[config.mk]
export PLATFORM = sky130hd
export DESIGN_NAME = fetch_sequencer
export DESIGN_NICKNAME = d
export VERILOG_FILES = /design/src/rtl/fetch_sequencer_pkg.sv /design/src/rtl/pc_next_sel.sv /design/src/rtl/fetch_sequencer.sv
export SDC_FILE = /design/constraint.sdc
export NUM_CORES = 1
export LEC_CHECK = 0
export CELL_PAD_IN_SITES_DETAIL_PLACEMENT = 0
export CELL_PAD_IN_SITES_GLOBAL_PLACEMENT = 1
export CORE_AREA = 2 2 81 122
export CTS_BUF_LIST = sky130_fd_sc_hd__clkbuf_2
export DETAILED_ROUTE_END_ITERATION = 12
export DIE_AREA = 0 0 83 124
export HOLD_SLACK_MARGIN = 0.08
export PLACE_DENSITY_LB_ADDON = 0.05
export SYNTH_ARGS = -nofsm -noshare
export SYNTH_HDL_FRONTEND = slang
export SYNTH_SLANG_ARGS = --single-unit
export TNS_END_PERCENT = 5
[constraint.sdc]
create_clock -name clk -period 2.05 [get_ports clk]
set_input_delay 0.41 -clock clk [delete_from_list [all_inputs] [get_ports clk]]
set_output_delay 0.41 -clock clk [all_outputs]
set_load 0.05 [all_outputs]
[src/rtl/fetch_sequencer_pkg.sv]
// rtl/fetch_sequencer_pkg.sv - shared pipeline widths, reset PC and fetch FSM encoding
package fetch_sequencer_pkg;
    localparam int ADDR_W  = 12;
    localparam int INSTR_W = 19;
    localparam int CNT_W   = 16;
    localparam logic [ADDR_W-1:0] RESET_PC = '0;

    typedef enum logic [1:0] {
        ST_BOOT   = 2'd0,
        ST_RUN    = 2'd1,
        ST_HALTED = 2'd2
    } fetch_state_t;
endpackage

[src/rtl/pc_next_sel.sv]
// rtl/pc_next_sel.sv - priority mux choosing next pc and the IF/ID advance/squash controls
module pc_next_sel
    import fetch_sequencer_pkg::*;
#(
    parameter int AW = 12
) (
    input  fetch_state_t  state,
    input  logic [AW-1:0] pc,
    input  logic          stall,
    input  logic          br_taken,
    input  logic [AW-1:0] br_target,
    input  logic          jmp,
    input  logic [AW-1:0] jmp_target,
    input  logic          halt,
    output logic [AW-1:0] next_pc,
    output logic [AW-1:0] pc_plus1,
    output logic          advance,
    output logic          squash,
    output logic          enter_halt
);
    assign pc_plus1 = pc + AW'(1);

    always_comb begin
        next_pc    = pc;
        advance    = 1'b0;
        squash     = 1'b0;
        enter_halt = 1'b0;
        // Only RUN moves the PC; BOOT and HALTED hold it.
        if (state == ST_RUN) begin
            if (br_taken) begin
                next_pc = br_target;
                squash  = 1'b1;
            end else if (halt) begin
                squash     = 1'b1;
                enter_halt = 1'b1;
            end else if (jmp) begin
                next_pc = jmp_target;
                squash  = 1'b1;
            end else if (!stall) begin
                next_pc = pc_plus1;
                advance = 1'b1;
            end
        end
    end
endmodule

[src/rtl/fetch_sequencer.sv]
// rtl/fetch_sequencer.sv - owns the PC, drives imem address and loads the IF/ID register
module fetch_sequencer #(
    parameter int ADDR_W  = fetch_sequencer_pkg::ADDR_W,
    parameter int INSTR_W = fetch_sequencer_pkg::INSTR_W,
    parameter logic [ADDR_W-1:0] RESET_PC = fetch_sequencer_pkg::RESET_PC,
    parameter int CNT_W   = fetch_sequencer_pkg::CNT_W
) (
    input  logic               clk,
    input  logic               rst,
    output logic [ADDR_W-1:0]  imem_addr,
    input  logic [INSTR_W-1:0] imem_data,
    input  logic               stall,
    input  logic               br_taken,
    input  logic [ADDR_W-1:0]  br_target,
    input  logic               jmp,
    input  logic [ADDR_W-1:0]  jmp_target,
    input  logic               halt,
    output logic [INSTR_W-1:0] ifid_instr,
    output logic [ADDR_W-1:0]  ifid_pc1,
    output logic               ifid_valid,
    output logic               halted,
    output logic [CNT_W-1:0]   fetch_cnt
);
    import fetch_sequencer_pkg::*;

    fetch_state_t      state, state_next;
    logic [ADDR_W-1:0] pc, next_pc, pc_plus1;
    logic              advance, squash, enter_halt;

    assign imem_addr = pc;

    pc_next_sel #(.AW(ADDR_W)) u_pc_next_sel (
        .state      (state),
        .pc         (pc),
        .stall      (stall),
        .br_taken   (br_taken),
        .br_target  (br_target),
        .jmp        (jmp),
        .jmp_target (jmp_target),
        .halt       (halt),
        .next_pc    (next_pc),
        .pc_plus1   (pc_plus1),
        .advance    (advance),
        .squash     (squash),
        .enter_halt (enter_halt)
    );

    always_comb begin
        state_next = state;
        case (state)
            ST_BOOT: state_next = ST_RUN;
            ST_RUN:  if (enter_halt) state_next = ST_HALTED;
            default: state_next = state;
        endcase
    end

    always_ff @(posedge clk) begin
        if (rst) begin
            state      <= ST_BOOT;
            pc         <= RESET_PC;
            ifid_instr <= '0;
            ifid_pc1   <= '0;
            ifid_valid <= 1'b0;
            halted     <= 1'b0;
            fetch_cnt  <= '0;
        end else begin
            state  <= state_next;
            pc     <= next_pc;
            halted <= (state_next == ST_HALTED);
            // The word at pc is captured on the same edge that advances pc.
            if (advance) begin
                ifid_instr <= imem_data;
                ifid_pc1   <= pc_plus1;
                ifid_valid <= 1'b1;
                fetch_cnt  <= fetch_cnt + CNT_W'(1);
            end else if (squash || state != ST_RUN) begin
                ifid_valid <= 1'b0;
            end
        end
    end
endmodule

==> results of run 1 <==
==> worst reg2reg max path, delay by kind of cell, from the launching register on <==
family,cells,cell delay [ns]
and+or+nand+nor,3,0.93
AOI/OAI and AO/OA,1,0.14
adders and majority gates,1,0.17
DFF,1,0.40
==> cells in the mapped netlist, types with 4 or more instances <==
master,instances,area (um2)
clkbuf_1,15,56.30
nand2_1,56,210.2
nand3_1,13,65.06
a21oi_1,37,185.2
nor2b_1,5,31.28
and2_1,4,25.02
nand4_1,7,43.79
or3_1,7,43.79
and4_1,6,52.55
nor3_1,6,30.03
inv_1,7,26.28
o211ai_1,4,30.03
o21ai_0,12,60.06
xnor2_1,8,70.07
buf_2,5,25.02
nor2_1,28,105.1
a211oi_1,12,90.09
dfxtp_1,63,1261
xor2_1,9,78.83
==> worst max-delay path by stage <==
stage	startpoint	to	slack, ns	cells past startpoint
after global placement	br_taken	fetch_cnt[15]	-0.17	6
after floorplan	imem_addr[2]	imem_addr[11]	0.05	6
after CTS	imem_addr[8]	imem_addr[8]	0.05	1
after global routing	imem_addr[11]	imem_addr[11]	0.01	1
final	imem_addr[8]	imem_addr[8]	0.14	1
after detailed placement	br_taken	fetch_cnt[15]	-0.18	6
==> state kept, by name, summed over array words and instances, names as in the netlist <==
signal,flops
fetch_cnt,16
ifid_pc1,12
halted,1
state,2
imem_addr,12
ifid_instr,19
ifid_valid,1
==> metal layers <==
metal	GRT usage	vias to the layer above	share of wire
met2	0.2873	102	0.49
li1	-	1497	-
met1	0.2071	1355	0.45
met3	0.04109	2	0.054
met5	0	-	0
met4	0.07275	0	0.0052
==> report_power, final <==
group | internal, mW | switching [mW] | leakage (nW)
Combinational | 0.199 | 0.249 | 1.18
Sequential | 1.26 | 0.0381 | 0.511
Clock | 0.261 | 0.437 | 0.0633
==> cell type report <==
class / count / area [um2] / share of cell area
timing repair buffer: 134 / 1196 / 0.2824
clock inverter: 7 / 53.80 / 0.01270
tap: 112 / 140.1 / 0.03309
clock buffer: 9 / 45.04 / 0.01064
inverter: 7 / 26.28 / 0.006204
sequential: 63 / 1264 / 0.2984
multi-input combinational: 257 / 1510 / 0.3566
==> layout by cell type, fill, tap and decap left out, drive strengths merged, types with 4 or more instances in the layout <==
cell / n
clkbuf: 9
and2: 5
and4: 6
clkinv: 6
xnor2: 8
dlygate4sd2: 50
clkdlybuf4s50: 47
o211ai: 4
o21ai: 12
dfxtp: 63
inv: 7
a211oi: 13
or3: 7
nand2: 56
nor2b: 5
nor2: 28
nand3: 13
xor2: 9
buf: 37
nand4: 8
a21oi: 37
nor3: 6
==> kinds of logic (layout without fill, tap and decap cells) <==
| kind of cell | Yosys count | count (layout) | synth area share |
|---|---|---|---|
| fa+ha+maj | 2 | 2 | 0.008657 |
| xor+xnor | 17 | 17 | 0.05152 |
| simple gates | 145 | 145 | 0.2511 |
| compound gates | 91 | 91 | 0.2043 |
| buf+inv | 28 | 157 | 0.04112 |
| mux | 2 | 2 | 0.006927 |
| flops | 63 | 63 | 0.4364 |
==> metrics by stage <==
step                worst slack (ns)  hold slack (ns)  total power, mW
floorplan                    0.04986           0.4879            1.558
finish                        0.1352           0.2407            2.441
global placement             -0.1738           0.4420            1.781
global route                 0.01453           0.1919            2.562
detailed placement           -0.1824           0.4491            1.782
CTS                          0.05497           0.1728            2.487
==> impl_metrics.ini, run 1 <==
[routing]
vias = 2956
firstDrtPassIters = 6
antenna_left = 0
drc = 0
drt-vias-per-instance = 5.019
wl_per_cell_um = 14.49
drtIter0Drc = 137
wl_um = 8536

[yosys]
synth-seq-cells = 63
yosysWarnings = 0
ys_types = 48
syn-mean-instance-area_um2 = 8.305
ys.flop_type = dfxtp_1
syn_inst = 348
synth_edf_count = 0
syn_nets = 399
synth_area_um2 = 2890
ys_async_sr_fraction = 0
ys_seq_area_frac = 0.4364

[critical_path]
reg2reg_slack_ns = 0.33
slowest_delay_ns = 0.56
critPathSlowestCell = dlygate4sd2_1
timing.rr.end = fetch_cnt[12]
critPathKind = flop to primary output
r2r_start = fetch_cnt[0]
arrival_ns = 1.50
end_kind = primary output
path_cells = dlygate4sd2_1
path_max_fanout = 6
cp_num_buf_inv = 1
start_kind = flop
critPathTopFamily = buffers and inverters
cp.required_ns = 1.64
r2r.worst_path.cells = 5

[global_routing]
grt_max_degree = 54
grt_pass1_wl_um = 13970
grt_overflow = 0
grt_usage = 0.1701
antenna_found_initial = 0
grt_pass1_vias = 2799

[floorplan]
start_util = 0.3142
core_um2 = 9200
die_area_um2 = 10290
die_h_um = 124
rows = 43
io-pin-count = 110
die_x_um = 83

[sta]
finalSetupViolations = 0
drv_slew = 0
rsz0062_at_grt = no
finalCritPeriodShare = 0.9341
skew_ns = 0.02605
setup_tns_ns = 0
finalHoldViolations = 0
worstMarginPinSlew_ns = 0.5599
slew_headroom = 0.6268
timing.fmax_mhz = 522.2
min_period_ns = 1.915

[placed_design]
dpl.hpwl_um = 6293
gp_congestion = 0.7972
io_buffers = 109
place_inst = 573
placed_cell_area_um2 = 4199

[clock_tree]
hold_buffers = 0
root_buffer = clkbuf_2
numCtsBuffers = 9
path_clk_slew_ns = 0.18
cts_setup_buffers = 0
cts_tree = yes
cts_sinks = 63
cts_resized = 50
clk_latency_ns = 0.48
h-tree-depth = 3
ctsLongestPathBuffers = 2

[run]
maxCapViolCount = 0

[cells_and_area]
syn_to_final_growth_pct = 46.54
layout.nets = 523
n_antenna_cell = 0
fin_util = 0.4604
design_area_um2 = 4235
nFillCells = 957
drive_above_1_share = 0.1153
stdcell_count = 589

[status]
status = complete, no violations

[pwr]
ir_drop_mv = 0.2570
p_per_area_nw_per_um2 = 576.3
power_leakage_nw = 1.751

[worst_hold_path]
min_to = state[1]
min_path_cells = 2
holdCritPathClass = input pin to flop
hold_start = rst
(Power assumes the default switching activity.)
==> run 2, diff against run 1 <==
--- a/config.mk
+++ b/config.mk
@@ -5,6 +5,7 @@
 export SDC_FILE = /design/constraint.sdc
 export NUM_CORES = 1
 export LEC_CHECK = 0
+export CAP_MARGIN = 20
 export CELL_PAD_IN_SITES_DETAIL_PLACEMENT = 0
 export CELL_PAD_IN_SITES_GLOBAL_PLACEMENT = 1
 export CORE_AREA = 2 2 81 122
==> results of run 2 <==
The final DEF is identical to that of run 1; final timing and power are the same.
==> run 3, diff against run 2 <==
--- a/config.mk
+++ b/config.mk
@@ -14,6 +14,7 @@
 export DIE_AREA = 0 0 83 124
 export HOLD_SLACK_MARGIN = 0.08
 export PLACE_DENSITY_LB_ADDON = 0.05
+export SLEW_MARGIN = 20
 export SYNTH_ARGS = -nofsm -noshare
 export SYNTH_HDL_FRONTEND = slang
 export SYNTH_SLANG_ARGS = --single-unit
==> results of run 3 <==
The final DEF is identical to that of run 1; final timing and power are the same.
